$ cat src/rtl/fila_pkg.sv
// Shared types for the elevator request queue: FSM state encoding, default floor width, stop entry.
package fila_pkg;

    localparam int ANDAR_W_PADRAO = 2;

    typedef enum logic [1:0] {
        OCIOSO        = 2'd0,
        GRAVA_ORIGEM  = 2'd1,
        GRAVA_DESTINO = 2'd2,
        REJEITA       = 2'd3
    } estado_t;

    typedef struct packed {
        logic                      eh_origem;
        logic [ANDAR_W_PADRAO-1:0] andar;
    } parada_t;

endpackage

$ cat src/rtl/fila_circular.sv
// Generic synchronous circular FIFO with write, pop, flush and occupancy count.
module fila_circular #(
    parameter int DATA_W = 3,
    parameter int DEPTH  = 8,
    parameter int PTR_W  = 3
) (
    input  logic              clock,
    input  logic              reset,
    input  logic              flush_i,
    input  logic              wr_en_i,
    input  logic [DATA_W-1:0] wr_dado_i,
    input  logic              pop_i,
    output logic [DATA_W-1:0] cabeca_o,
    output logic [PTR_W:0]    count_o
);

    logic [DATA_W-1:0] mem_q [DEPTH];
    logic [PTR_W-1:0]  rd_ptr_q, wr_ptr_q;
    logic [PTR_W:0]    count_q, count_d;
    logic              wr_ok, pop_ok;

    assign wr_ok  = wr_en_i && !flush_i;
    assign pop_ok = pop_i && (count_q != '0) && !flush_i;

    // A simultaneous write and pop leaves the occupancy unchanged.
    always_comb begin
        count_d = count_q;
        if (wr_ok && !pop_ok)
            count_d = count_q + 1'b1;
        else if (!wr_ok && pop_ok)
            count_d = count_q - 1'b1;
    end

    always_ff @(posedge clock) begin
        if (reset || flush_i) begin
            rd_ptr_q <= '0;
            wr_ptr_q <= '0;
            count_q  <= '0;
        end else begin
            if (wr_ok)
                wr_ptr_q <= wr_ptr_q + 1'b1;
            if (pop_ok)
                rd_ptr_q <= rd_ptr_q + 1'b1;
            count_q <= count_d;
        end
    end

    always_ff @(posedge clock) begin
        if (wr_ok)
            mem_q[wr_ptr_q] <= wr_dado_i;
    end

    assign cabeca_o = mem_q[rd_ptr_q];
    assign count_o  = count_q;

endmodule

$ cat src/rtl/fila_pedidos.sv
// Request queue for uc_movimento: splits (origem, destino) requests into two stop entries.
// Optional FILA_OCUPACAO_DB_EN exposes the queue occupancy on ocupacao_db.
module fila_pedidos
    import fila_pkg::*;
#(
    parameter int ANDAR_W = ANDAR_W_PADRAO,
    parameter int DEPTH   = 8,
    parameter int PTR_W   = 3
) (
    input  logic               clock,
    input  logic               reset,
    input  logic               clearSuperRam,
    input  logic               novo_pedido,
    input  logic [ANDAR_W-1:0] origem,
    input  logic [ANDAR_W-1:0] destino,
    input  logic [ANDAR_W-1:0] andar_atual,
    input  logic               shift,
    output logic               temDestino,
    output logic [ANDAR_W-1:0] destino_atual,
    output logic               eh_origem,
    output logic               sobe,
    output logic               chegouDestino,
    output logic               pedido_aceito,
    output logic               pedido_rejeitado,
    output logic               fila_cheia,
`ifdef FILA_OCUPACAO_DB_EN
    output logic [PTR_W:0]     ocupacao_db,
`endif
    output logic [3:0]         estado_db
);

    localparam int ENT_W = ANDAR_W + 1;
    localparam int CNT_W = PTR_W + 1;
    localparam logic [CNT_W-1:0] LIMITE_CHEIA = CNT_W'(DEPTH - 2);

    estado_t            estado_q;
    logic [ANDAR_W-1:0] origem_q, destino_q;
    logic               aceito_q, rejeitado_q;
    logic               wr_en, vazia, cheia;
    logic [ENT_W-1:0]   wr_dado, cabeca;
    logic [CNT_W-1:0]   count;

    assign cheia   = count > LIMITE_CHEIA;
    assign wr_en   = !clearSuperRam && (estado_q == GRAVA_ORIGEM || estado_q == GRAVA_DESTINO);
    assign wr_dado = (estado_q == GRAVA_ORIGEM) ? {1'b1, origem_q} : {1'b0, destino_q};

    fila_circular #(
        .DATA_W (ENT_W),
        .DEPTH  (DEPTH),
        .PTR_W  (PTR_W)
    ) u_fila (
        .clock     (clock),
        .reset     (reset),
        .flush_i   (clearSuperRam),
        .wr_en_i   (wr_en),
        .wr_dado_i (wr_dado),
        .pop_i     (shift),
        .cabeca_o  (cabeca),
        .count_o   (count)
    );

    // Free space is checked once here; later pops only add room for the two writes.
    always_ff @(posedge clock) begin
        if (reset || clearSuperRam) begin
            estado_q    <= OCIOSO;
            aceito_q    <= 1'b0;
            rejeitado_q <= 1'b0;
        end else begin
            aceito_q    <= 1'b0;
            rejeitado_q <= 1'b0;
            case (estado_q)
                OCIOSO: begin
                    if (novo_pedido) begin
                        if (origem == destino || cheia) begin
                            estado_q    <= REJEITA;
                            rejeitado_q <= 1'b1;
                        end else begin
                            estado_q <= GRAVA_ORIGEM;
                        end
                    end
                end
                GRAVA_ORIGEM: begin
                    estado_q <= GRAVA_DESTINO;
                    aceito_q <= 1'b1;
                end
                GRAVA_DESTINO: estado_q <= OCIOSO;
                REJEITA:       estado_q <= OCIOSO;
                default:       estado_q <= OCIOSO;
            endcase
        end
    end

    always_ff @(posedge clock) begin
        if (estado_q == OCIOSO && novo_pedido) begin
            origem_q  <= origem;
            destino_q <= destino;
        end
    end

    assign vazia            = (count == '0);
    assign temDestino       = !vazia;
    assign destino_atual    = vazia ? '0 : cabeca[ANDAR_W-1:0];
    assign eh_origem        = !vazia && cabeca[ANDAR_W];
    assign sobe             = destino_atual > andar_atual;
    assign chegouDestino    = !vazia && (destino_atual == andar_atual);
    assign pedido_aceito    = aceito_q;
    assign pedido_rejeitado = rejeitado_q;
    assign fila_cheia       = cheia;
    assign estado_db        = {2'b00, estado_q};
`ifdef FILA_OCUPACAO_DB_EN
    assign ocupacao_db      = count;
`endif

endmodule

$ cat config.mk
export PLATFORM = sky130hd
export DESIGN_NAME = fila_pedidos
export DESIGN_NICKNAME = d
export VERILOG_FILES = /design/src/rtl/fila_pkg.sv /design/src/rtl/fila_circular.sv /design/src/rtl/fila_pedidos.sv
export SDC_FILE = /design/constraint.sdc
export NUM_CORES = 1
export LEC_CHECK = 0
export CORE_MARGIN = 5
export CORE_UTILIZATION = 54
export CTS_BUF_LIST = sky130_fd_sc_hd__clkbuf_8 sky130_fd_sc_hd__clkbuf_16
export CTS_CLUSTER_DIAMETER = 40
export DETAILED_ROUTE_END_ITERATION = 7
export PLACE_DENSITY = 0.76
export SETUP_SLACK_MARGIN = 0.05
export SKIP_CTS_REPAIR_TIMING = 1
export SYNTH_ARGS = -nofsm -noshare
export SYNTH_HDL_FRONTEND = slang
export SYNTH_SLANG_ARGS = --single-unit
$ cat constraint.sdc
create_clock -name clock -period 2.62 [get_ports clock]
set_input_delay 0.262 -clock clock [delete_from_list [all_inputs] [get_ports clock]]
set_output_delay 0.262 -clock clock [all_outputs]
set_load 0.02 [all_outputs]
==> results of run 1 <==
power breakdown:
part           leakage [nW]  switching [mW]  internal, mW
combinational         0.444           0.110         0.104
sequential            0.394          0.0129         0.774
clock                0.0447           0.245         0.192
Yosys cell counts (2+ instances only):
master	n
edfxtp_1	28
nor2_1	22
dfxtp_1	17
ha_1	10
a21oi_1	7
nand2_1	7
inv_1	6
mux4_2	6
mux2i_1	5
nand2b_1	4
nand3_1	4
xnor2_1	4
and2_1	3
xor2_1	3
a31o_1	2
buf_4	2
clkbuf_1	2
inv_2	2
mux2_1	2
nor3_1	2
through the flow:
step | worst slack (ps) | std cells | hold slack, ps | utilization (%)
2_1_floorplan | 170 | 154 | 361 | -
5_1_grt | 31.3 | 233 | 545 | 66.5
6_report | 199 | 233 | 505 | 66.5
4_1_cts | -274 | 232 | 506 | 65.6
3_5_place_dp | 46.8 | 224 | 490 | 63.1
3_3_place_gp | 113 | 224 | 465 | 63.1
per-layer routing:
layer	vias to the layer above	global-route usage, %
met2	28	26.0
li1	603	-
met1	588	19.3
met4	0	8.35
met3	9	4.12
met5	-	0
flip-flops by register name (all words and copies together) (netlist names), named ones only:
name	count
origem_q	2
destino_q	2
pedido_rejeitado	1
pedido_aceito	1
u_fila.rd_ptr_q	3
u_fila.count_o	4
estado_q	2
u_fila.wr_ptr_q	3
u_fila.mem_q	24
area by class of cell:
cell class              count  area share [%]
flip-flops and latches     45            49.1
multi-input cells          96            32.2
repair buffers             28            11.1
clock buffers               5            2.85
well taps                  48            2.48
inverters                   8            1.24
clock inverters             3            1.04
kinds of logic (layout without fill, tap and decap cells):
logic type	Yosys count	after routing	synth area share, %
simple gates	48	48	11.7
flops	45	45	58.9
compound gates	14	14	4.55
mux	13	13	10.4
buf+inv	13	44	3.18
fa+ha+maj	11	11	7.24
xor+xnor	8	8	3.87
other cells	1	2	0.187
critical path, stage by stage (launching register included):
cell            delay (ps)
dfxtp_2                390
buf_4                  150
mux4_2                 490
nand2b_1                90
a21oi_1                 90
inv_2                   60
ha_1                   220
a21oi_1                140
dlymetal6s2s_1         240
how the worst max path moves through the flow:
| stage | end | slack (ps) |
|---|---|---|
| floorplan | u_fila.count_o[3] | 170 |
| global placement | sobe | 110 |
| detailed placement | u_fila.count_o[3] | 50 |
| CTS | sobe | -270 |
| global route | sobe | 30 |
| finish | sobe | 200 |
==> results.md, run 1 <==
* Pin count of the biggest net entering global routing at 17
* Worst setup EP type: output pin
* CP max FO at 5
* Worst min-delay path category: reg2reg
* Clk root buf: clkbuf_8
* Setup crit start kind: flop
* Met2 wire len at 1.84 mm
* M1 wire length at 1.46 mm
* Initial core utilization at 55.2%
* RSZ-0062 raised after global routing: yes
* Tot Pwr at 1.44 mW
* Die area at 5030 um^2
* Synth unique cells at 35
* Layout area overhead at 20.5%
* Core Footprint at 3630 um^2
* Final Cycle Share at 92.4%
* Commonest cells after routing, fill and taps aside: edfxtp_1 (28), nor2_1 (22), clkdlybuf4s50_1 (19), dfxtp_1 (13), ha_1 (9)
* Initial antenna violation count at 0
* Port Buf Inserts at 21
* Nets at 206
* Mapped Cells at 153
* Top layer in use: met4
* EDFF count, synth at 28
* DR pass1 iterations at 4
* First-pass GRT wire length at 6.08 mm
* GRT overflow at 0
* Hold path start: u_fila.rd_ptr_q[1]
* Final RePlAce weighted congestion at 0.781
* Worst hold path stage count at 2
* Die Y at 70.9 um
* Aggregate global-route resource usage at 15.9%
* Worst Hold End: u_fila.rd_ptr_q[1]
* Post-synth top area cell: edfxtp_1
* CP Data Required Time at 2360 ps
* Clock transition at the registers of the reported paths at 80 ps
* Met3 wire length at 169 um
* Antenna fix cells at 0
* Prevailing post-synth register cell: edfxtp_1
* Final setup vio count at 0
* Register area at 1190 um^2
* Post-Syn Area at 2010 um^2
* Vias/cell at 5.27
* Iteration-0 DRC count of the detailed router at 70
* Warnings, synthesis at 0
* Final instance area at 2420 um^2
* Commonest non-fill, non-tap cell in the layout: edfxtp_1
* RR Endpoint: u_fila.count_o[3]
* Die width at 70.9 um
* Worst reg2reg setup slack at 250 ps
* H-tree levels at 2
* Sequential area share after synthesis at 58.9%
* Final WL at 3.56 mm
* Top cells by area, synth: edfxtp_1 (42%), dfxtp_1 (17%), mux4_2 (6.7%), ha_1 (6.2%), nor2_1 (4.1%)
* # clock sinks at 45
* CTS tree: built
* Reg2reg start: estado_q[1]
* Vias in the first global route at 1282
* Routed Antenna Nets at 0
* Max VDD drop at 0.367 mV
* Max-cap viol count at 0
* Layout Skew at 7.03 ps
* Maximum buffer depth of the clock tree at 2
* Placement Cell Area at 2290 um^2
* Number of synthesized register bits at 45
* FP Rows at 22
* Num ports at 24
* Multi-input gate area in the final layout at 779 um^2
* CTS Buf Count at 5
* Synth top area share at 41.9%
* Pleak at 0.882 nW
* Mean post-synth cell area at 13.1 um^2
* Power Dens Cells at 595 nW/um^2
* Relative slew slack at 67.0%
* DRC errors left at 0
* Actual slew at the worst max-slew pin at 492 ps
* FMAX at 0.413 GHz
* Final hold violations at 0
* Dpl hpwl at 2.75 mm
* R2R cell count at 10
* Status: finished clean
* Fin crit period at 2420 ps
* Ys async rst share at 0%
* Skew-Pair Late Insertion Delay at 300 ps
* CP Data Arrival Time at 2160 ps
* Setup TNS at 0 ps
* Routed len/inst at 15.3 um
* Critical path class: reg2out
* Fraction of layout cells with a size suffix above 1 at 18.4%
* Via count at 1228
* Fin. max-slew vios at 0
* Filler cells at 280
(Power assumes the default switching activity.)
==> run 2: changes to the inputs <==
Settings changed: CORE_UTILIZATION 54 to 40, PLACE_DENSITY 0.76 to 0.58.
==> run 2 against run 1 <==
Compared with the run above: routed wire length barely moved; sequential power barely moved; non-clock buffer count fell by 2; largest power group unchanged.
==> results.md, run 2 (synthesized netlist as in run 1, its figures left out) <==
* Status: finished clean
* Reg2reg start: estado_q[0]
* Nets at 204 (-0.97%)
* Pleak at 0.859 nW (-2.6%)
* Num ports at 24 (unchanged)
* Antenna fix cells at 0 (unchanged)
* Layout area overhead at 19.6%
* Hold path start: u_fila.rd_ptr_q[1]
* Routed len/inst at 14.2 um (-6.9%)
* Initial core utilization at 41.9% (-13 points)
* Setup TNS at 0 ps (unchanged)
* Worst hold path stage count at 2 (unchanged)
* Fraction of layout cells with a size suffix above 1 at 15.3% (-3.1 points)
* Crit-path slowest cell: mux4_2
* RSZ-0062 raised after global routing: no
* Vias in the first global route at 1275 (-0.55%)
* Final setup vio count at 0 (unchanged)
* Final RePlAce weighted congestion at 0.727 (-6.9%)
* Aggregate global-route resource usage at 11.9% (-4.0 points)
* Layout Cells excl Fill at 250 (+7.3%)
* Routed Antenna Nets at 0 (unchanged)
* Pin count of the biggest net entering global routing at 16 (-1)
* CTS Buf Count at 5 (unchanged)
* Top reg by flops: u_fila.mem_q
* Clk root buf: clkbuf_8
* DR pass1 iterations at 4 (unchanged)
* Dpl hpwl at 2.78 mm (+1.3%)
* Port Buf Inserts at 21 (unchanged)
* Iteration-0 DRC count of the detailed router at 94 (+34%)
* H-tree levels at 2 (unchanged)
* Commonest cells after routing, fill and taps aside: edfxtp_1 (28), nor2_1 (22), clkdlybuf4s50_1 (19), dfxtp_1 (15), ha_1 (10)
* CTS tree: built
* Max VDD drop at 0.385 mV (+4.8%)
* Skew-Pair Late Insertion Delay at 290 ps (about the same)
* Via count at 1208 (-1.6%)
* Final Cycle Share at 91.1% (-1.3 points)
* Max reg flops at 24 (unchanged)
* DRC errors left at 0 (unchanged)
* Vias/cell at 4.83 (-8.3%)
* Critical path class: reg2out
* # clock sinks at 45 (unchanged)
* Critical-path cell list: buf_4 > mux4_2 > nand2b_1 > a21oi_1 > inv_2 > ha_1 > and3_1 > dlymetal6s2s_1
* Initial antenna violation count at 0 (unchanged)
* GRT overflow at 0 (unchanged)
* Die width at 80.8 um (+14%)
* FP Rows at 25 (+14%)
* Maximum buffer depth of the clock tree at 2 (unchanged)
* CP max FO at 4 (-1)
* CP Data Required Time at 2360 ps (about the same)
* Commonest non-fill, non-tap cell in the layout: edfxtp_1
* Slowest Stage Delay on Critical Path at 500 ps (about the same)
* Max-cap viol count at 0 (unchanged)
* Hold_ws at 531 ps (+25.4 ps)
* Fin. max-slew vios at 0 (unchanged)
* Die Y at 80.8 um (+14%)
* Actual slew at the worst max-slew pin at 584 ps (+92.2 ps)
* Final hold violations at 0 (unchanged)
* R2R cell count at 10 (unchanged)
* FMAX at 0.419 GHz (+1.5%)
* Filler cells at 434 (+55%)
* Power Dens Cells at 591 nW/um^2 (-0.69%)
* Setup crit start kind: flop
* Die area at 6530 um^2 (+30%)
* Worst reg2reg setup slack at 240 ps (about the same)
* Relative slew slack at 60.8% (-6.2 points)
* Final WL at 3.56 mm (about the same)
* Layout Skew at 7.44 ps (+0.410 ps)
* Fin crit period at 2390 ps (-35.1 ps)
* Worst Hold End: u_fila.rd_ptr_q[1]
* Cell Count Post-Placement at 241 (+7.6%)
* First-pass GRT wire length at 5.95 mm (-2.2%)
* Clock transition at the registers of the reported paths at 80 ps (about the same)
* Worst min-delay path category: reg2reg
* RR Endpoint: u_fila.count_o[3]
* Core Footprint at 4790 um^2 (+32%)
* CP Data Arrival Time at 2120 ps (-40 ps)
* Worst setup EP type: output pin
## run 2: critical path: cells and delay by family (launching register included)
kind            cells  cell delay, ps
mux                 1             500
buf+inv             3             420
flops               1             360
simple gates        2             260
fa+ha+maj           1             220
compound gates      1              90
## run 2: per-layer routing
layer,up-vias,GRT usage (%),wire [um]
li1,596,-,-
met1,576,14.9,1580
met2,32,20.4,1760
met3,4,2.55,187
met4,0,4.22,31
met5,-,0,0
## run 2: layout make-up
class	count	area (um^2)	area share, %
inverters	8	30.0	1.25
clock inverters	3	22.5	0.939
flip-flops and latches	45	1180	49.3
multi-input cells	96	764	31.9
well taps	67	83.8	3.50
repair buffers	26	245	10.2
clock buffers	5	68.8	2.87
## run 2: metrics by stage
step / util (%) / power, mW / setup WS (ps) / instance area [um^2]
after floorplan: - / 0.927 / 170 / 2010
after global placement: 48.1 / 1.00 / 129 / 2300
after detailed placement: 48.1 / 1.01 / 84.8 / 2300
after CTS: 50.0 / 1.43 / -246 / 2390
after global routing: 50.1 / 1.48 / 49.5 / 2400
final: 50.1 / 1.42 / 234 / 2400
## run 2: worst max path at each step
| stage | depth (start not counted) | startpoint | end |
|---|---|---|---|
| 3_5_place_dp | 8 | flop | sobe |
| 5_1_grt | 11 | u_fila.count_o[1] | u_fila.count_o[3] |
| 4_1_cts | 8 | flop | sobe |
| 6_report | 8 | flop | chegouDestino |
| 3_3_place_gp | 8 | flop | sobe |
| 2_1_floorplan | 10 | estado_q[0] | u_fila.count_o[3] |
## run 2: where the power goes
group          total [mW]  switching (mW)  leakage [nW]  internal (mW)
Clock               0.426           0.236        0.0481          0.189
Combinational       0.206           0.108         0.418         0.0981
Sequential          0.785          0.0120         0.393          0.773
Total                1.42           0.356         0.859           1.06
==> run 3: changes to the inputs <==
Settings changed: ABC_AREA set to 1, CAP_MARGIN set to 20, CORE_UTILIZATION 40 to 45, PLACE_DENSITY 0.58 to 0.64.
==> run 3 against run 2 <==
Compared with the run above: routed wire length fell by 1.6%; clock-buffer cell count did not move; total power rose by 2.8%; global-route usage rose by 0.50 points; hold slack got worse by 50 ps; synthesized cell count rose by 50%; critical path type is now reg2reg; critical endpoint is now u_fila.count_o[3]; largest cell class unchanged.
==> results.md, run 3 <==
* Status: finished clean
* Setup crit start kind: flop
* Layout Skew at 5.19 ps (-2.25 ps)
* Critical path class: reg2reg
* Maximum buffer depth of the clock tree at 2 (unchanged)
* Core Footprint at 4660 um^2 (-2.6%)
* Final WL at 3.50 mm (-1.6%)
* Final setup vio count at 0 (unchanged)
* Placement Cell Area at 2360 um^2 (+2.6%)
* Worst hold path stage count at 2 (unchanged)
* Ys async rst share at 0% (unchanged)
* Synth unique cells at 24 (-31%)
* Skew-Pair Late Insertion Delay at 290 ps (about the same)
* FMAX at 0.438 GHz (+4.5%)
* Most frequent cells after synthesis: nand2_1 (45), nor2_1 (42), inv_1 (29)
* Die width at 78.6 um (-2.7%)
* DRC errors left at 0 (unchanged)
* CTS tree: built
* CTS Buf Count at 5 (unchanged)
* Psw at 331 uW (-7.1%)
* Antenna fix cells at 0 (unchanged)
* Clock power share at 34.0% (+4.0 points)
* Port Buf Inserts at 21 (unchanged)
* Initial core utilization at 45.5% (+3.6 points)
* Commonest non-fill, non-tap cell in the layout: nand2_1
* FP Rows at 25 (unchanged)
* Sequential area share after synthesis at 55.7% (-3.2 points)
* Final hold violations at 0 (unchanged)
* Number of synthesized register bits at 45 (unchanged)
* Pleak at 1.02 nW (+19%)
* Vias/cell at 4.81 (-0.41%)
* GRT overflow at 0 (unchanged)
* Critical-path cell list: inv_1 > ha_1 > nand2_1 > inv_1 > ha_1 > inv_1 > ha_1 > or2_2 > nand2_1 > nand2_1 > nand2_1 > nand2_1 > a21oi_1
* Worst min-delay path category: reg2reg
* Max reg flops at 24 (unchanged)
* Layout area overhead at 16.8%
* Final RePlAce weighted congestion at 0.810 (+11%)
* Pin count of the biggest net entering global routing at 15 (-1)
* Power Dens Cells at 588 nW/um^2 (-0.36%)
* Worst Hold End: estado_q[1]
* Initial antenna violation count at 0 (unchanged)
* Fin. max-slew vios at 0 (unchanged)
* Fin crit period at 2280 ps (-103 ps)
* H-tree levels at 2 (unchanged)
* Top reg by flops: u_fila.mem_q
* Reg2reg start: estado_q[0]
* CP most frequent cell: nand2_1
* Crit-path slowest cell: dfxtp_1
* Max-cap viol count at 0 (unchanged)
* Sequential share of power at 53.5% (-1.9 points)
* Switch share at 22.7% (-2.4 points)
* Worst reg2reg setup slack at 340 ps (+100 ps)
* RSZ-0062 raised after global routing: no
* Slowest Stage Delay on Critical Path at 350 ps (-150 ps)
* Pre-CTS setup slack at 243 ps (+158 ps)
* CP max FO at 4 (unchanged)
* Synth top area share at 39.7% (-2.3 points)
* Mean post-synth cell area at 9.22 um^2 (-30%)
* DR pass1 iterations at 4 (unchanged)
* Via count at 1487 (+23%)
* EDFF count, synth at 28 (unchanged)
* Crit path max-delay family: adder cells
* Num ports at 24 (unchanged)
* Final instance area at 2470 um^2 (+3.2%)
* Final Cycle Share at 87.1% (-3.9 points)
* Worst setup EP type: flop
* Top cells by area, synth: edfxtp_1 (40%), dfxtp_1 (16%), nand2_1 (8.0%), nor2_1 (7.4%), ha_1 (5.9%)
* Setup TNS at 0 ps (unchanged)
* Prevailing post-synth register cell: edfxtp_1
* Worst path buffer plus inverter count at 3 (unchanged)
* Comb power frac at 12.5% (-2.0 points)
* Post-route setup slack at 337 ps (+103 ps)
* Post-synth top area cell: edfxtp_1
* CP Data Arrival Time at 2510 ps (+390 ps)
* Aggregate global-route resource usage at 12.4% (+0.50 points)
* Iteration-0 DRC count of the detailed router at 51 (-46%)
* Post-Syn Area at 2120 um^2 (+5.7%)
* Mapped Cells at 230 (+50%)
* Clk root buf: clkbuf_8
* Nets at 276 (+35%)
* Max VDD drop at 0.354 mV (-8.1%)
* CP Data Required Time at 2840 ps (+480 ps)
* Fraction of layout cells with a size suffix above 1 at 6.27% (-9.0 points)
* Hold path start: estado_q[1]
* Internal power at 1.13 mW (+6.1%)
* Routed Antenna Nets at 0 (unchanged)
* RR Endpoint: u_fila.count_o[3]
* Die area at 6180 um^2 (-5.3%)
* Filler cells at 426 (-1.8%)
* R2R cell count at 13 (+3)
* Warnings, synthesis at 0 (unchanged)
* First-pass GRT wire length at 6.04 mm (+1.5%)
* Routed len/inst at 11.3 um (-20%)
* Commonest cells after routing, fill and taps aside: nand2_1 (45), nor2_1 (42), inv_1 (29), edfxtp_1 (28), clkdlybuf4s50_1 (19)
* Die Y at 78.6 um (-2.7%)
* Most frequent cell after synthesis: nand2_1
* # clock sinks at 45 (unchanged)
* Vias in the first global route at 1386 (+8.7%)
* Dpl hpwl at 2.76 mm (-0.71%)
* Clock transition at the registers of the reported paths at 80 ps (about the same)
[run 3: cell types whose count changed after synthesis, sizes merged, moves of 17 or more]
cell / delta
inv: +22
nand2: +37
nor2: +22
o21ai: +17
[run 3: how the worst max path moves through the flow]
stage / from / to / slack (ps) / depth (start not counted)
after detailed placement: clearSuperRam / u_fila.count_o[3] / 240 / 13
after floorplan: estado_q[0] / u_fila.count_o[3] / 390 / 13
final: estado_q[0] / u_fila.count_o[3] / 340 / 13
after global placement: clearSuperRam / u_fila.count_o[3] / 250 / 13
after global routing: estado_q[0] / u_fila.count_o[3] / 120 / 13
after CTS: flop / sobe / -20 / 11
[run 3: logic make-up (layout without fill, tap and decap cells)]
kind of cell	Yosys count	in the layout	share of synthesized area [%]
other	1	2	0.177
buffers and inverters	36	60	7.67
XOR/XNOR	2	2	0.827
adder cells (fa/ha/maj)	11	11	6.85
AO/OA/AOI/OAI	33	33	8.03
AND/OR/NAND/NOR	102	102	20.7
flip-flops	45	45	55.7
[run 3: layout make-up]
cell class,instances,area [um^2],area share (%)
inverter,30,113,4.55
clock inverter,3,41.3,1.67
tap,54,67.6,2.73
sequential,45,1180,47.8
multi-input combinational,150,779,31.5
clock buffer,5,68.8,2.78
timing repair buffer,22,223,9.00
[run 3: power groups by stage]
stage	registers, mW	logic (mW)	clock network [mW]
final	0.780	0.182	0.495
after global routing	0.781	0.205	0.553
after floorplan	0.797	0.117	0
after CTS	0.780	0.186	0.514
after global placement	0.796	0.182	0
after detailed placement	0.796	0.186	0
[run 3: metal layers]
metal | share of wire, % | track usage (%) | wire length [um] | vias to the layer above
met5 | 0 | 0 | 0 | -
met4 | 1.1 | 3.15 | 38 | 0
met3 | 4.0 | 3.78 | 141 | 6
met2 | 48 | 21.1 | 1690 | 24
met1 | 47 | 15.4 | 1640 | 669
li1 | - | - | - | 788
[run 3: per-stage QoR]
| stage | hold slack (ps) | util [%] | cells | total power, mW |
|---|---|---|---|---|
| floorplan | 361 | - | 231 | 0.914 |
| global placement | 471 | 50.6 | 301 | 0.978 |
| detailed placement | 473 | 50.6 | 301 | 0.981 |
| CTS | 487 | 53.0 | 309 | 1.48 |
| global route | 515 | 53.1 | 309 | 1.54 |
| finish | 480 | 53.1 | 309 | 1.46 |
[run 3: tightest hold or removal path: stages (launching register included)]
cell	delay [ps]
dfxtp_1	320
nand2_1	60
a21oi_1	50
